## src/rtl/memory_data_latch_if.sv

```systemverilog
`default_nettype none
// ============================================================================
//  Module      : memory_data_latch_if
//  Description : Bundles the request, memory and consumer bus signals of the
//                memory data latch.
//                slave  - the latch itself
//                         (drives memAddress, memReadReq, busOutputs,
//                          dataValid, busy and timeoutError)
//                master - the surrounding logic, i.e. the requester, the
//                         memory and the consuming registers
//  Revision    : 1.0 - initial release
// ============================================================================
interface memory_data_latch_if #(
    parameter int WIDTH        = 8,
    parameter int ADDR_WIDTH   = 16,
    parameter int OUTPUT_COUNT = 1
);
    logic                          startRead;
    logic [ADDR_WIDTH-1:0]         address;
    logic [ADDR_WIDTH-1:0]         memAddress;
    logic                          memReadReq;
    logic                          memReady;
    logic [WIDTH-1:0]              memData;
    logic                          consume;
    logic [WIDTH*OUTPUT_COUNT-1:0] busOutputs;
    logic                          dataValid;
    logic                          busy;
    logic                          timeoutError;

    modport slave (
        input  startRead, address, memReady, memData, consume,
        output memAddress, memReadReq, busOutputs, dataValid, busy, timeoutError
    );

    modport master (
        output startRead, address, memReady, memData, consume,
        input  memAddress, memReadReq, busOutputs, dataValid, busy, timeoutError
    );
endinterface
`default_nettype wire

```

## src/rtl/memory_data_latch.sv

```systemverilog
`default_nettype none
// ============================================================================
//  Module      : memory_data_latch
//  Description : Input data latch between external memory and the internal
//                dataflow registers. Issues one read per request, waits for
//                memReady (with an optional timeout), captures the byte and
//                presents it replicated on busOutputs until it is consumed.
//  Ports       : clk  - clock
//                rst  - synchronous active-high reset
//                bus  - memory_data_latch_if.slave
//                       (request, memory and consumer signals)
//  Revision    : 1.0 - initial release
// ============================================================================
module memory_data_latch #(
    parameter int               WIDTH         = 8,
    parameter int               ADDR_WIDTH    = 16,
    parameter int               OUTPUT_COUNT  = 1,
    parameter int               TIMEOUT       = 15,
    parameter logic [WIDTH-1:0] DEFAULT_VALUE = '0
) (
    input  wire logic           clk,
    input  wire logic           rst,
    memory_data_latch_if.slave  bus
);

    // A TIMEOUT of 0 still needs a 1-bit counter so that the logic elaborates.
    localparam int              CNT_W      = (TIMEOUT < 1) ? 1 : $clog2(TIMEOUT + 1);
    localparam logic [CNT_W-1:0] C_TIMEOUT = CNT_W'(TIMEOUT);
    localparam logic [CNT_W-1:0] C_CNT_ONE = CNT_W'(1);

    typedef enum logic [1:0] {
        S_IDLE = 2'd0,
        S_REQ  = 2'd1,
        S_FULL = 2'd2
    } state_t;

    state_t                 r_state;
    state_t                 w_state_nxt;
    logic [WIDTH-1:0]       r_latch;
    logic [WIDTH-1:0]       w_latch_nxt;
    logic [ADDR_WIDTH-1:0]  r_addr;
    logic [ADDR_WIDTH-1:0]  w_addr_nxt;
    logic [CNT_W-1:0]       r_cnt;
    logic [CNT_W-1:0]       w_cnt_nxt;
    logic                   w_timeout_nxt;
    logic                   r_req;
    logic                   r_valid;
    logic                   r_busy;
    logic                   r_timeout;

    // Next-state and next-data logic.
    always_comb begin
        w_state_nxt   = r_state;
        w_latch_nxt   = r_latch;
        w_addr_nxt    = r_addr;
        w_cnt_nxt     = r_cnt;
        w_timeout_nxt = 1'b0;
        case (r_state)
            S_IDLE: begin
                if (bus.startRead) begin
                    w_state_nxt = S_REQ;
                    w_addr_nxt  = bus.address;
                    w_cnt_nxt   = '0;
                end
            end
            S_REQ: begin
                // memReady is checked first so that it wins over a timeout
                // on the same edge.
                if (bus.memReady) begin
                    w_state_nxt = S_FULL;
                    w_latch_nxt = bus.memData;
                end else if ((TIMEOUT != 0) && (r_cnt == C_TIMEOUT)) begin
                    w_state_nxt   = S_IDLE;
                    w_timeout_nxt = 1'b1;
                end else begin
                    w_cnt_nxt = r_cnt + C_CNT_ONE;
                end
            end
            S_FULL: begin
                // startRead without consume is dropped, not queued.
                if (bus.consume) begin
                    if (bus.startRead) begin
                        w_state_nxt = S_REQ;
                        w_addr_nxt  = bus.address;
                        w_cnt_nxt   = '0;
                    end else begin
                        w_state_nxt = S_IDLE;
                    end
                end
            end
            default: begin
                w_state_nxt = S_IDLE;
            end
        endcase
    end

    // State and output registers; status outputs are registered from the
    // next state so every output comes straight from a flop.
    always_ff @(posedge clk) begin
        if (rst) begin
            r_state   <= S_IDLE;
            r_latch   <= DEFAULT_VALUE;
            r_addr    <= '0;
            r_cnt     <= '0;
            r_req     <= 1'b0;
            r_valid   <= 1'b0;
            r_busy    <= 1'b0;
            r_timeout <= 1'b0;
        end else begin
            r_state   <= w_state_nxt;
            r_latch   <= w_latch_nxt;
            r_addr    <= w_addr_nxt;
            r_cnt     <= w_cnt_nxt;
            r_req     <= (w_state_nxt == S_REQ);
            r_valid   <= (w_state_nxt == S_FULL);
            r_busy    <= (w_state_nxt == S_REQ);
            r_timeout <= w_timeout_nxt;
        end
    end

    assign bus.memAddress   = r_addr;
    assign bus.memReadReq   = r_req;
    assign bus.busOutputs   = {OUTPUT_COUNT{r_latch}};
    assign bus.dataValid    = r_valid;
    assign bus.busy         = r_busy;
    assign bus.timeoutError = r_timeout;

endmodule
`default_nettype wire

```

## src/flat_wrapper.sv

```systemverilog
// flat-port wrapper written by rule: the top's interface ports become plain ports
module memory_data_latch_flat 
#(
    parameter int               WIDTH         = 8,
    parameter int               ADDR_WIDTH    = 16,
    parameter int               OUTPUT_COUNT  = 1,
    parameter int               TIMEOUT       = 15,
    parameter logic [WIDTH-1:0] DEFAULT_VALUE = '0
)
  (clk, rst, bus_startRead, bus_address, bus_memReady, bus_memData, bus_consume, bus_memAddress, bus_memReadReq, bus_busOutputs, bus_dataValid, bus_busy, bus_timeoutError);
  memory_data_latch_if #(.WIDTH(WIDTH), .ADDR_WIDTH(ADDR_WIDTH), .OUTPUT_COUNT(OUTPUT_COUNT)) bus_i ();
  input  wire logic clk;
  input  wire logic rst;
  input wire logic [$bits(bus_i.startRead)-1:0] bus_startRead;
  input wire logic [$bits(bus_i.address)-1:0] bus_address;
  input wire logic [$bits(bus_i.memReady)-1:0] bus_memReady;
  input wire logic [$bits(bus_i.memData)-1:0] bus_memData;
  input wire logic [$bits(bus_i.consume)-1:0] bus_consume;
  output wire logic [$bits(bus_i.memAddress)-1:0] bus_memAddress;
  output wire logic [$bits(bus_i.memReadReq)-1:0] bus_memReadReq;
  output wire logic [$bits(bus_i.busOutputs)-1:0] bus_busOutputs;
  output wire logic [$bits(bus_i.dataValid)-1:0] bus_dataValid;
  output wire logic [$bits(bus_i.busy)-1:0] bus_busy;
  output wire logic [$bits(bus_i.timeoutError)-1:0] bus_timeoutError;
  assign bus_i.startRead = bus_startRead;
  assign bus_i.address = bus_address;
  assign bus_i.memReady = bus_memReady;
  assign bus_i.memData = bus_memData;
  assign bus_i.consume = bus_consume;
  assign bus_memAddress = bus_i.memAddress;
  assign bus_memReadReq = bus_i.memReadReq;
  assign bus_busOutputs = bus_i.busOutputs;
  assign bus_dataValid = bus_i.dataValid;
  assign bus_busy = bus_i.busy;
  assign bus_timeoutError = bus_i.timeoutError;
  memory_data_latch #(.WIDTH(WIDTH), .ADDR_WIDTH(ADDR_WIDTH), .OUTPUT_COUNT(OUTPUT_COUNT), .TIMEOUT(TIMEOUT), .DEFAULT_VALUE(DEFAULT_VALUE)) u_core (.clk(clk), .rst(rst), .bus(bus_i));
endmodule
```

## config.mk

```make
export PLATFORM = sky130hd
export DESIGN_NAME = memory_data_latch_flat
export DESIGN_NICKNAME = d
export VERILOG_FILES = /design/src/rtl/memory_data_latch_if.sv /design/src/rtl/memory_data_latch.sv /design/src/flat_wrapper.sv
export SDC_FILE = /design/constraint.sdc
export NUM_CORES = 1
export LEC_CHECK = 0
export CORE_UTILIZATION = 42
export CTS_CLUSTER_DIAMETER = 200
export DETAILED_ROUTE_END_ITERATION = 12
export GPL_ROUTABILITY_DRIVEN = 0
export PLACE_DENSITY = 0.76
export SLEW_MARGIN = 20
export SYNTH_ARGS = -nofsm -noshare
export SYNTH_HDL_FRONTEND = slang
export SYNTH_SLANG_ARGS = --single-unit
export TNS_END_PERCENT = 20
```

## constraint.sdc

```tcl
create_clock -name clk -period 1.37 [get_ports clk]
set_input_delay 0.274 -clock clk [delete_from_list [all_inputs] [get_ports clk]]
set_output_delay 0.274 -clock clk [all_outputs]
set_load 0.01 [all_outputs]
```

==> metrics.txt, run 1 <==
initial core utilization 0.453; PnR Total Power 2.14 mW; slowest stage delay, CP 490 ps; Synth Area in Simple Gates 0.233; hold_ws 475 ps; Final Skew 5.41 ps; pre-CTS setup slack -286 ps; YS warnings 0; Filler Cell Count 291; PnR worst setup slack 51.9 ps; GRT Util Overall 0.201; H-Tree Depth 2; asr flop ratio synth 0; Port Buffers 56; Yosys top cell by area dfxtp_1; CTS tree done; DRC Markers 0; first-pass GRT wire length 5.34 mm; synthesized net count 173; worst rel slew slack 0.786; die width 59.8 microns; Placed Instances 242; Rows 20; Leak 0.945 nW; largest net degree at the start of global routing 23; Synth cell types 32; VDD IR max 0.649 mV; Post-Syn Area 0.00141 sq mm; XOR/XNOR Fraction of Synth Area 0; R2R setup slack 70 ps; Skew-Pair Late Insertion Delay 330 ps; final slew viol count 0; clk buf depth 2; Mapped Cells 143; core area 0.00310 sq mm; commonest non-fill, non-tap cell in the layout dfxtp_1; Synth top area share 0.470; detailed-route via count 1,280; fin crit period 1320 ps; complex-gate fraction of the synthesized area 0.148; post-synthesis mux area share 0.0721; CTS root buf clkbuf_4; die area 0.00358 sq mm; grt ovf 0; post-DP HPWL 2.47 mm; ranking of synthesized cells by area dfxtp_1 (47%), or3b_1 (8.7%), a21oi_1 (6.8%); critical path peak fanout 3; CP Cell Sequence clkdlybuf4s50_1 > nor3b_4 > or4b_1 > o311ai_1; nets@finish 236; final hold vios 0; Worst-path clk slew 100 ps; Worst Tran Pin Value 318 ps; DRT Pass-1 Iters 4; fin crit share 0.962; routed wire length 3.34 mm; post-synthesis register bit count 33; Num CTS Buffers 5; Area Overhead vs Synth 51.6%; number of flops mapped to enable cells by yosys 0; Worst setup SP type input pin; clk sinks 33; initial antenna violation count 0; worst min path class reg2reg; Slowest-stage cell, CP clkdlybuf4s50_1; endpoints failing setup 0; outcome completed; max cap viols 0; synthesized area per cell 9.83 sq um; Detailed Route Iter0 Violations 60; ANT nets after route 0; WP data required 1610 ps; pwr dens 1010 mW/mm^2; vias in the first global route 1,287; main combinational cell family by area after synthesis simple AND/OR/NAND/NOR gates; fin cells 251; wire per inst 13.3 microns; # diodes 0; WS Path Type in2reg; share of cells above drive strength 1 0.159; Seq/Total Area, Yosys 0.470; CP arrival 1560 ps; fmax 759 MHz; most frequent cells in the layout dfxtp_1 (29), clkdlybuf4s50_1 (28), dlygate4sd2_1 (28); die span in y 59.8 microns; Top FF cell, synth dfxtp_1; RSZ-0062 raised after global routing false; hold-fix buffers at CTS 0; area share of fa/ha/maj cells after synthesis 0.00890; average vias per placed instance 5.10; Crit. End Element flop; I/O Pins 57
-- stage by stage --
stage | util | instance area (sq um) | setup TNS [ps]
after floorplan | - | 1410 | 0
final | 0.687 | 2130 | 0
after global routing | 0.687 | 2130 | 0
after detailed placement | 0.664 | 2060 | -6990
after CTS | 0.682 | 2120 | 0
after global placement | 0.664 | 2060 | -5650
-- state kept, by name, summed over array words and instances (netlist names) --
signal and flops:
u_core.bus.busOutputs 8, u_core.bus.memAddress 16, u_core.bus.memReadReq 1, u_core.r_cnt 4, u_core.bus.timeoutError 1, u_core.r_state 2, u_core.bus.dataValid 1
-- worst max-delay path, delay by kind of cell --
kind            cells  cell delay [ps]
compound gates      1               80
buf+inv             1              490
simple gates        2              710
-- worst paths after layout --
path | from | end | depth (start not counted)
max reg2reg | u_core.r_cnt[0] | u_core.r_cnt[3] | 5
max | bus_memReady | u_core.r_cnt[3] | 4
min reg2reg | u_core.bus.memAddress[7] | u_core.bus.memAddress[7] | 2
min | u_core.bus.memAddress[7] | u_core.bus.memAddress[7] | 2
-- report_power, final --
part	internal [mW]	leakage [nW]	switching, mW
registers	1.01	0.271	0.0238
logic	0.209	0.628	0.142
clock network	0.436	0.0455	0.325
-- area by class of cell --
cell class,instances,area [sq um],share of cell area
clock buffers,7,55.1,0.0258
flip-flops and latches,33,666,0.312
well taps,44,55.1,0.0258
clock inverters,1,30.0,0.0141
multi-input cells,94,657,0.308
repair buffers,68,653,0.307
inverters,4,15.0,0.00705
-- per-layer routing --
layer | GRT usage | part of all wire | vias to the layer above
met1 | 0.203 | 0.40 | 586
met3 | 0.0931 | 0.089 | 6
met2 | 0.360 | 0.51 | 57
li1 | - | - | 631
met4 | 0.0698 | 0.0075 | 0
met5 | 0 | 0 | -
-- logic make-up after synthesis --
group,count (synthesis)
DFF,33
adders and majority gates,1
and+or+nand+nor,45
buffers and inverters,16
AOI/OAI and AO/OA,38
muxes,10
-- cell usage after synthesis, types with 2 or more instances --
cell type,instances
o21ai_0,13
nor2_1,10
buf_4,2
nor2b_1,4
dfxtp_1,33
or3b_2,2
a21oi_1,19
mux2i_1,9
inv_1,4
nand3_1,2
nand2_1,2
clkbuf_1,3
buf_2,4
o21ai_1,3
buf_6,3
or3b_1,14
-- timing repair --
action	in CTS	in global routing
setup buffers	0	1
endpoints found under the setup margin	29	4
pin swaps	0	0
resized for setup	32	3
Power figures use the tool's default switching activity.
==> run 2, diff against run 1 <==
- CORE_UTILIZATION: 42 -> 45
- PLACE_DENSITY: 0.76 -> 0.81
- clock period: 1.37 -> 1.6 ns (I/O delays scaled with it)
==> metrics.txt, run 2 (synthesis gave the netlist of run 1 again) <==
WP data required 1280 ps; hold-fix buffers at CTS 0; Largest register FFs 16; Num CTS Buffers 5; Hold EP u_core.bus.memAddress[1]; Area Overhead vs Synth 49.3%; clk buf depth 2; Crit. End Element output pin; Worst Tran Pin Value 276 ps; total negative slack 0 ps; Skew-Pair Late Insertion Delay 340 ps; routed metal-1 wire length 1.27 mm; worst rel slew slack 0.814; fin crit period 1550 ps; critical path peak fanout 2; Placed Instances 231; setup repair bufs after CTS 0; max cap viols 0; ANT nets after route 0; Worst setup SP type flop; nets@finish 237; VDD IR max 0.677 mV; clk sinks 33; final slew viol count 0; fmax 647 MHz; initial core utilization 0.493; r2r startpoint u_core.r_cnt[0]; hold_ws 479 ps; Buf/Inv on CP 1; Reg2Reg Depth 5; grt ovf 0; # diodes 0; routed wire length 3.08 mm; average vias per placed instance 5.19; CTS tree done; post-DP HPWL 2.37 mm; Filler Cell Count 220; RSZ-0062 raised after global routing false; met3 wire len 189 microns; core area 0.00285 sq mm; commonest non-fill, non-tap cell in the layout clkdlybuf4s50_1; I/O Pins 57; GRT Util Overall 0.203; initial antenna violation count 0; largest net degree at the start of global routing 29; Leak 0.904 nW; die area 0.00335 sq mm; vias in the first global route 1,176; WS Path Type reg2out; Detailed Route Iter0 Violations 41; Final Skew 5.91 ps; worst r2r dst u_core.r_cnt[3]; PnR Total Power 1.65 mW; Slowest-stage cell, CP clkdlybuf4s50_1; CTS resizes 0; min-delay src u_core.bus.memAddress[1]; H-Tree Depth 2; CP Cell Sequence clkdlybuf4s50_1; met2 WL 1.57 mm; Rows 19; pwr dens 785 mW/mm^2; DRC Markers 3; CP arrival 1230 ps; CP delay by family, top buffers and inverters; fin crit share 0.967; slowest stage delay, CP 540 ps; R2R setup slack 210 ps; CTS root buf clkbuf_4; die width 57.9 microns; failing checks design-rule violations; share of cells above drive strength 1 0.135; DR top layer met4; wire per inst 12.9 microns; final hold vios 0; endpoints failing setup 0; Port Buffers 56; die span in y 57.9 microns; worst min path class reg2reg; detailed-route via count 1,241; outcome complete, but fails checks; fin util 0.736; fin cells 239; DRT Pass-1 Iters 9; Worst-path clk slew 100 ps; worst hold stages 2; most frequent cells in the layout clkdlybuf4s50_1 (51), dfxtp_1 (33), a21oi_1 (19); first-pass GRT wire length 5.03 mm
## run 2: cell count changes in the layout (fill, tap and decap cells not counted), moves of 2 or more
cell,previous run,this run
clkinv_2,0,2
buf_4,9,12
dlygate4sd2_1,28,0
dlymetal6s2s_1,0,5
buf_12,3,1
dfxtp_2,4,0
clkdlybuf4s50_1,28,51
dfxtp_1,29,33
## run 2: how the worst max path moves through the flow
stage,start,end,slack [ps],depth (start not counted)
3_5_place_dp,bus_memReady,u_core.r_cnt[3],-110,4
3_3_place_gp,bus_consume,u_core.bus.memAddress[13],-50,5
2_1_floorplan,u_core.r_cnt[0],u_core.r_cnt[0],340,4
6_report,u_core.bus.memAddress[2],bus_memAddress[2],50,1
4_1_cts,u_core.bus.busOutputs[7],bus_busOutputs[7],9,1
5_1_grt,u_core.bus.busOutputs[0],bus_busOutputs[0],1,1
## run 2: layout make-up
cell class	count	area, sq um	share of cell area
flip-flops and latches	33	661	0.315
multi-input cells	94	649	0.309
well taps	31	38.8	0.0185
inverters	4	15.0	0.00716
clock inverters	2	10.0	0.00477
repair buffers	69	683	0.326
clock buffers	6	41.3	0.0197
## run 2: metrics by stage
stage | instance area, sq um | setup slack [ps]
floorplan | 1410 | 342
global placement | 2030 | -49.9
detailed placement | 2030 | -108
CTS | 2090 | 9.34
global route | 2100 | 0.993
finish | 2100 | 53.4
## run 2: power breakdown
part           switching [mW]  internal, mW
clock network           0.277         0.167
logic                   0.119         0.200
registers              0.0216         0.862
## run 2: metal layers
layer / vias to the layer above / global-route usage
met5: - / 0
met4: 0 / 0.0816
met3: 6 / 0.0781
met2: 34 / 0.351
met1: 569 / 0.222
li1: 632 / -
